[config.mk]
export PLATFORM = sky130hd
export DESIGN_NAME = dcache_wt
export DESIGN_NICKNAME = d
export VERILOG_FILES = /design/src/rtl/cpu_types_pkg.sv /design/src/rtl/dcache_wt.sv
export SDC_FILE = /design/constraint.sdc
export NUM_CORES = 1
export LEC_CHECK = 0
export CORE_MARGIN = 1
export CORE_UTILIZATION = 54
export CTS_CLUSTER_SIZE = 40
export DETAILED_ROUTE_END_ITERATION = 8
export PLACE_DENSITY = 0.78
export SETUP_SLACK_MARGIN = 0.02
export SYNTH_ARGS = -nofsm -noshare
export SYNTH_HDL_FRONTEND = slang
export SYNTH_SLANG_ARGS = --single-unit
[constraint.sdc]
create_clock -name CLK -period 7.5 [get_ports CLK]
set_input_delay 1.125 -clock CLK [delete_from_list [all_inputs] [get_ports CLK]]
set_output_delay 1.125 -clock CLK [all_outputs]
set_load 0.02 [all_outputs]
[src/rtl/cpu_types_pkg.sv]
// Shared CPU types: memory handshake states, machine word, and the
// write-through data cache entry layout.
package cpu_types_pkg;
    typedef logic [31:0] word_t;

    typedef enum logic [1:0] {FREE, BUSY, ACCESS, ERROR} ramstate_t;

    localparam int DCACHE_SETS  = 8;
    localparam int DCACHE_IDX_W = 3;
    localparam int DCACHE_TAG_W = 27;

    typedef struct packed {
        logic                    valid;
        logic [DCACHE_TAG_W-1:0] tag;
        word_t                   data;
    } dcache_entry_t;

    typedef enum logic [1:0] {IDLE, FILL, WRITE, FLUSHED} dcache_state_t;
endpackage

[src/rtl/dcache_wt.sv]
// 8-entry direct-mapped write-through, no-write-allocate data cache.
// Read hits complete combinationally; misses and all writes go to RAM.
module dcache_wt
    import cpu_types_pkg::*;
(
    input  logic      CLK,
    input  logic      nRST,
    input  logic      dREN,
    input  logic      dWEN,
    input  word_t     daddr,
    input  word_t     dstore,
    input  logic      halt,
    output logic      dhit,
    output word_t     dload,
    output logic      flushed,
    output word_t     hitcount,
    output logic      ramREN,
    output logic      ramWEN,
    output word_t     ramaddr,
    output word_t     ramstore,
    input  word_t     ramload,
    input  ramstate_t ramstate
);
    dcache_state_t r_state, w_next;
    dcache_entry_t r_entries [DCACHE_SETS];
    word_t         r_hitcount;

    logic [DCACHE_IDX_W-1:0] w_idx;
    logic [DCACHE_TAG_W-1:0] w_tag;
    dcache_entry_t           w_entry;
    logic                    w_match;
    logic                    w_cnt, w_fill, w_wr, w_flush;
    logic                    w_unused_bits;

    assign w_idx         = daddr[4:2];
    assign w_tag         = daddr[31:5];
    assign w_entry       = r_entries[w_idx];
    assign w_match       = w_entry.valid && (w_entry.tag == w_tag);
    assign w_unused_bits = &{1'b0, daddr[1:0]};

    always_ff @(posedge CLK or negedge nRST) begin
        if (!nRST) r_state <= IDLE;
        else       r_state <= w_next;
    end

    always_comb begin
        w_next   = r_state;
        dhit     = 1'b0;
        dload    = '0;
        flushed  = 1'b0;
        ramREN   = 1'b0;
        ramWEN   = 1'b0;
        ramaddr  = '0;
        ramstore = '0;
        w_cnt    = 1'b0;
        w_fill   = 1'b0;
        w_wr     = 1'b0;
        w_flush  = 1'b0;
        case (r_state)
            IDLE: begin
                if (dWEN) begin
                    w_next = WRITE;
                end else if (dREN) begin
                    if (w_match) begin
                        dhit  = 1'b1;
                        dload = w_entry.data;
                        w_cnt = 1'b1;
                    end else begin
                        w_next = FILL;
                    end
                end else if (halt) begin
                    w_next  = FLUSHED;
                    w_flush = 1'b1;
                end
            end
            FILL: begin
                ramREN  = 1'b1;
                ramaddr = {daddr[31:2], 2'b00};
                // A dropped request abandons the fill without touching the array.
                if (!dREN) begin
                    w_next = IDLE;
                end else if (ramstate == ACCESS) begin
                    dhit   = 1'b1;
                    dload  = ramload;
                    w_fill = 1'b1;
                    w_next = IDLE;
                end
            end
            WRITE: begin
                ramWEN   = 1'b1;
                ramaddr  = {daddr[31:2], 2'b00};
                ramstore = dstore;
                if (!dWEN) begin
                    w_next = IDLE;
                end else if (ramstate == ACCESS) begin
                    dhit   = 1'b1;
                    w_wr   = 1'b1;
                    w_next = IDLE;
                end
            end
            FLUSHED: flushed = 1'b1;
            default: w_next = IDLE;
        endcase
    end

    always_ff @(posedge CLK or negedge nRST) begin
        if (!nRST) begin
            for (int i = 0; i < DCACHE_SETS; i++) r_entries[i] <= '0;
        end else if (w_flush) begin
            for (int i = 0; i < DCACHE_SETS; i++) r_entries[i].valid <= 1'b0;
        end else if (w_fill) begin
            r_entries[w_idx] <= '{valid: 1'b1, tag: w_tag, data: ramload};
        end else if (w_wr && w_match) begin
            // Write-through keeps a resident copy coherent; misses do not allocate.
            r_entries[w_idx].data <= dstore;
        end
    end

    always_ff @(posedge CLK or negedge nRST) begin
        if (!nRST)      r_hitcount <= '0;
        else if (w_cnt) r_hitcount <= r_hitcount + 32'd1;
    end

    assign hitcount = r_hitcount;
endmodule

==> results list, run 1 <==
- The number of hold violations in the final report came to 0.
- Counting every sink on the clock net gives ~510.
* Period minus WS final: 6.927 ns
* Via count of the routed design: 26500
* Outcome: finished with violations
- Max Fanout on Critical Path: 43
- Highest clock frequency the design can meet: 144.4 MHz
- For the worst-skew pair, the clock arrives at the later sink with an insertion delay of 0.63 ns.
* # port buffers: 230
- After synthesis, the share of flip-flops with an asynchronous set or reset is 100.0%.
* R2R Path Start: r_entries[298]$_DFFE_PN0P_
* Register area share after synthesis: 41.78%
* DRC Markers: 0
* CTS tree: built
* Vias in the first global route: between 20000 and 30000
* Worst voltage drop across the vdd grid: ~240 uV
- The number of different library cells used by synthesis comes to 56.
- The floorplan step set the die width to 240.8 um.
- Dividing the detail-routed via count by the number of cells gives 6.275.
- After synthesis, the cell types taking the most area are dfrtp_1, mux2_2, nand2_1.
* Setup repair after global routing missed its margin: no
- Number of instances in the synthesized netlist: 3398
* Top library cells by usage in the layout, fill and taps aside: nand2_1, dfrtp_1, mux2_2
* Worst clock skew on the final layout: 0.02134 ns
- Entering global routing, the biggest net connects 217 pins.
- Number of iterations in the first detailed-routing pass: 7
- Cell total after placement: 4128
- Fraction of final layout cells sized beyond drive strength 1: 20.74%
- Setup total negative slack on the finished layout was measured at 0 ns.
* Number of antenna violations at the first check in global routing: 0
- Of the available clock period, the critical path in the final layout requires 92.36%.
- The critical path is of the in -> out type.
- Across the run, the number of max-cap violations was 1.
- Slew HR: -0.6303%
* Final standard cell count with taps included and fillers excluded: approximately 4200
- With fillers left out, the area of the finished cells amounts to 35250 um2.
- Final-stage net count: 3539
- The detailed router finished its first iteration with about 3200 violations.
- Drt total wl: 93810 um
- Final total power: 7516 uW
- The initial utilization of the core area, before any placement, comes to between 50% and 60%.
- Deepest level of the CTS H-tree: 2
- Final antenna-violating net count: 0
- Final worst hold slack: 0.4759 ns
* Reg clk slew, reported paths: about 0.06 ns
- Root cell of the clock tree: clkbuf_16
* Die Y: 240.8 um
- Yosys mapped a number of flops with a built-in enable equal to 0.
- Start point of the worst min-delay path: r_entries[119]$_DFFE_PN0P_
* Power per Cell Area: 213.2 nW/um2
* Post-CTS sizing: 0
- At the end of routability-driven placement, the weighted congestion stood at 0.8748.
- Dividing the synthesized area by the synthesized cell count gives 9.059 um2.
* Number of inserted diodes: 0
- Core ar.: 56390 um2
- The die covers between 50000 and 60000 um2.
* Post-synthesis sequential element count: 514
* Library cell occupying the most area in the post-synthesis netlist: dfrtp_1
- Total standard cell area after synthesis: a little over 30000 um2
- TritonCTS buffer count: 56
* Wire length per cell after detailed routing: 22.21 um
- Area share of the largest cell type after synthesis: 41.78%
* Overflow after GRT: 0
- Post-detail-place hpwl: about 56000 um
* Critical path required time: 6.38 ns
* Area growth from synthesis to layout: 14.50%
- Setup Buffers After CTS: 0
- The number of max-slew violations in the final report is 34.
* Type of the worst min-delay path: reg -> reg
* Number of standard-cell rows in the floorplan: 87
- Hold bufs inserted after CTS: 0
- Nature of the critical path startpoint: primary input
- The most critical setup path has its startpoint at daddr[3].
- In this run the deepest clock path goes through 3 buffers.
- Top-Level Pins: 235
* Worst Setup End Kind: output port
- The checks that failed: capacitance limit, slew limit.
- Flip-flop cell with the highest count after synthesis: dfrtp_1
- During synthesis, Yosys emitted a total of 0 warnings.
- Post-place instance area: 33470 um2
- Arrival time of data at the critical path endpoint: 5.80 ns
* Static power due to leakage: 0.01574 uW
- Slew at the pin with the worst max-slew slack: 1.509 ns
- Final setup violation count: 0
- Commonest non-fill, non-tap cell in the layout: nand2_1
* Global-route wire length before repair: around 150000 um
- GRT Total Usage: approximately 32%
## cell usage after synthesis (all sizes together) (12+ instances only)
cell type / instances
dfrtp: 514
mux4: 45
mux2: 423
o21ai: 378
buf: 74
nor3: 19
nand3: 239
and2: 99
o22ai: 74
xor2: 42
mux2i: 132
clkbuf: 246
nor2: 52
o221ai: 12
a21oi: 14
or2: 69
nand2: 849
## area by class of cell
cell class | instances | area [um2]
clock buffers | 81 | 1585
multi-input cells | 2554 | 16720
inverters | 11 | 41.29
well taps | 756 | 945.9
clock inverters | 14 | 187.7
fillers | 4640 | 21140
repair buffers | 293 | 2902
flip-flops and latches | 514 | 12860
## stage by stage
step                setup WS [ns]  utilization (%)
finish                     0.5726            62.51
detailed placement         0.6338            59.36
global placement           0.6320            59.36
global route               0.3542            62.51
floorplan                   2.437                -
CTS                        0.6127            62.51
## critical path, stage by stage
cell and delay, ns:
buf_4 0.55, and2_1 0.76, a22oi_1 0.23, a21oi_1 0.19
o22ai_1 0.11, nor4_1 0.46, nand4_4 0.20, or2_1 0.80
o21ai_0 0.61, clkdlybuf4s50_1 0.71
## sequential cells by signal, summed over array words and instances, names as in the netlist
register and count:
hitcount 32, r_state 2, r_entries 480
## routing by layer
metal	global-route usage [%]	vias to the layer above	part of all wire [%]
met5	0	-	0
met4	12.45	0	3.4
met3	6.908	238	10
met2	50.48	1418	46
met1	44.50	13080	40
li1	-	11770	-
## kinds of logic (layout without fill, tap and decap cells)
group / count (synthesis) / count (layout) / share of synthesized area (%)
buffers and inverters: 331 / 399 / 4.369
muxes: 600 / 600 / 23.06
and+or+nand+nor: 1383 / 1383 / 20.01
other: 1 / 2 / 0.01218
DFF: 514 / 514 / 41.78
xor gates and xnor gates: 48 / 48 / 1.366
AOI/OAI and AO/OA: 515 / 515 / 9.153
adders and majority gates: 6 / 6 / 0.2439
## power breakdown
part           internal [uW]  leakage (uW)  switching [uW]
sequential              3010       0.00576             127
combinational            738       0.00912             909
clock                   1560      0.000861            1170
## path summary, 6_finish.rpt
kind,to,slack (ns),depth (start not counted)
setup / recovery,dload[10],0.57,10
hold / removal,r_entries[119]$_DFFE_PN0P_,0.48,1
setup reg to reg,r_entries[256]$_DFFE_PN0P_,2.89,11
hold reg to reg,r_entries[119]$_DFFE_PN0P_,0.48,1
max in group asynchronous,hitcount[31]$_DFFE_PN0P_,5.31,2
min in group asynchronous,r_entries[96]$_DFFE_PN0P_,0.56,1
No activity file was read; power rests on OpenSTA's default activity.
==> run 2, diff against run 1 <==
--- a/config.mk
+++ b/config.mk
@@ -9,7 +9,7 @@
 export CORE_UTILIZATION = 54
 export CTS_CLUSTER_SIZE = 40
 export DETAILED_ROUTE_END_ITERATION = 8
-export PLACE_DENSITY = 0.78
+export PLACE_DENSITY = 0.75
 export SETUP_SLACK_MARGIN = 0.02
 export SYNTH_ARGS = -nofsm -noshare
 export SYNTH_HDL_FRONTEND = slang
==> run 2 against run 1 <==
- the flow now finishes without violations
- flip-flop and latch count unchanged
- total power increased by 3.1%
- clock skew increased by 0.0016 ns
- sequential power about the same
- non-clock buffer count decreased by 4
- hold slack improved by 0.0020 ns
- clock power increased by 8.8%
==> results list, run 2 (synthesized netlist as in run 1, its figures left out) <==
* Outcome: finished clean
- Final-report max-slew violation count: 0 (-100%)
- Post-detail-place hpwl: 56530 um (+0.54%)
* Start-to-end type of the worst setup path: in -> out
- Via count of the routed design: 26620 (+0.44%)
- The number of hold violations in the final report came to 0 (unchanged).
- Starting Density: 54.59% (unchanged)
- TritonCTS buffer count: 57 (+1.8%)
- Final total power: 7750 uW (+3.1%)
- The fraction of final layout cells with drive strength greater than 1 was 21.01% (+0.27 points).
- Hold bufs inserted after CTS: 0 (unchanged)
* Final-stage net count: 3536 (-0.085%)
- The flip-flop and latch area is 12860 um2 (unchanged).
- Number of clock sinks seen by CTS: 514 (unchanged)
* Core ar.: 56390 um2 (unchanged)
- GRT Total Usage: 32.87% (+0.42 points)
- The library cells used most frequently in the layout, excluding fill and tap cells, are nand2_1, dfrtp_1, mux2_2.
- Final antenna-violating net count: 0 (unchanged)
- The maximum clock insertion buffer count was 3 (unchanged).
- The routed via count divided by cell count was 6.292 (+0.27%).
* Vias in the first global route: 25600 (+0.19%)
- Die width: 240.8 um (unchanged)
* Multi-input gate area in the final layout: 16720 um2 (unchanged)
- The leftover overflow at the end of global routing is 0 (unchanged).
- Wire length per cell after detailed routing: 22.47 um (+1.2%)
* Root cell of the clock tree: clkbuf_16
- Deepest level of the CTS H-tree: 2 (unchanged)
* Setup tns final: 0 ns (unchanged)
* Drt total wl: 95050 um (+1.3%)
- Max-capacitance violation count: 0 (-1)
* Post-CTS sizing: 0 (unchanged)
- The number of buffers added on ports is 230 (unchanged).
* Period minus WS final: 6.578 ns (-0.3492 ns)
- Number of flip-flops in the largest register: 480 (unchanged)
- The global-route wire length before repair is 148900 um (+1.2%).
* Register-to-Register Path Depth: 10 (-1)
- The overall die area came to 57970 um2 (unchanged).
- Clk Latency, worst-skew pair: 0.63 ns (about the same)
* Power per Cell Area: 218.8 nW/um2 (+2.6%)
- Number of standard-cell rows in the floorplan: 87 (unchanged)
- Max Fanout on Critical Path: 44 (+2.3%)
- Worst voltage drop across the vdd grid: 242.4 uV (+2.3%)
- The tightest min-delay check is of the reg -> reg type.
- The relative slew slack was 17.11% (+18 points).
* Worst Setup End Kind: output port
- The library cell used most frequently in the layout, excluding fill and tap cells, is nand2_1.
- Reg clk slew, reported paths: 0.06 ns (about the same)
- The maximum frequency from static timing analysis was 152.0 MHz (+5.3%).
- The slew of the pin with the lowest slew margin was 1.240 ns (-0.2691 ns).
- The area growth from synthesis to layout is 15.07%.
- The final number of setup-violating endpoints came to 0 (unchanged).
* Number of antenna violations at the first check in global routing: 2 (+2)
- The post-CTS setup repair buffer count came to 0 (unchanged).
- The DRC violations left was 0 (unchanged).
- The final period utilization was 87.71% (-4.7 points).
- The data arrival time of the critical path is 5.45 ns (-0.35 ns).
- Iteration-0 DRC count of the detailed router: 2982 (-6.6%)
* Biggest register: r_entries
- Static power due to leakage: 0.01583 uW (+0.62%)
- Setup repair after global routing left no endpoint under its margin.
- The setup skew after layout was 0.02294 ns (+0.001600 ns).
- The data required time of the critical path is 6.38 ns (about the same).
- The hold path depth came to 1 (unchanged).
- The global placement routability congestion is 0.8594 (-1.8%).
- Filler cells: 4659 (+0.41%)
- The number of search-and-repair iterations in the first detailed-routing pass was 6 (-1).
- Die Y: 240.8 um (unchanged)
- Number of inserted diodes: 0 (unchanged)
* CTS tree: built
- Top-Level Pins: 235 (unchanged)
- Nature of the critical path startpoint: primary input
* Largest net degree at the start of global routing: 241 (+11%)
## run 2: cell count changes in the layout (fill, tap and decap cells not counted), sizes merged
cell      before  now
bufinv         3    7
inv           11   12
clkinvlp       2    3
clkbuf        81   82
clkinv         9   13
buf           67   63
## run 2: report_power, final
group          internal (uW)  total [uW]  switching [uW]
clock                   1770        2970            1200
combinational            739        1640             898
sequential              3010        3140             131
total                   5520        7750            2230
## run 2: final cells by class
type | instances | share of cell area, %
clock buffer | 82 | 4.659
clock inverter | 24 | 0.9290
inverter | 11 | 0.1166
multi-input combinational | 2554 | 47.21
sequential | 514 | 36.31
tap | 756 | 2.670
timing repair buffer | 289 | 8.106
## run 2: path summary, 6_finish.rpt
path / start / endpoint / slack [ns]
setup / recovery: daddr[2] / dload[28] / 0.92
hold / removal: hitcount[31]$_DFFE_PN0P_ / hitcount[31]$_DFFE_PN0P_ / 0.48
setup reg to reg: r_entries[298]$_DFFE_PN0P_ / r_entries[15]$_DFFE_PN0P_ / 3.51
hold reg to reg: hitcount[31]$_DFFE_PN0P_ / hitcount[31]$_DFFE_PN0P_ / 0.48
max in group asynchronous: nRST / r_entries[418]$_DFFE_PN0P_ / 5.42
min in group asynchronous: nRST / r_entries[260]$_DFFE_PN0P_ / 0.53
## run 2: per-stage QoR
stage               setup slack (ns)  utilization (%)  cell area, um2  hold slack, ns  std cells
global route                  0.6918            62.82           35420          0.4794       4230
detailed placement            0.9639            59.31           33440          0.4619       4124
floorplan                      2.437                -           30790          0.4418       3399
finish                        0.9218            62.82           35420          0.4779       4230
global placement               1.006            59.31           33440          0.4529       4124
CTS                           0.9530            62.82           35420          0.4732       4230
## run 2: metal layers
metal	GRT usage (%)	part of all wire, %
met5	0	0
met4	11.33	3.0
met3	6.565	9.3
met2	51.15	46
met1	45.85	41
## run 2: worst max-delay path, cell delays in order
cell	delay, ns
buf_4	0.61
and2_1	0.72
a32oi_1	0.23
a21boi_1	0.19
o22ai_1	0.16
nor4_2	0.47
nand4_4	0.18
or2_1	0.27
buf_4	0.30
o21ai_0	0.43
clkdlybuf4s50_1	0.71
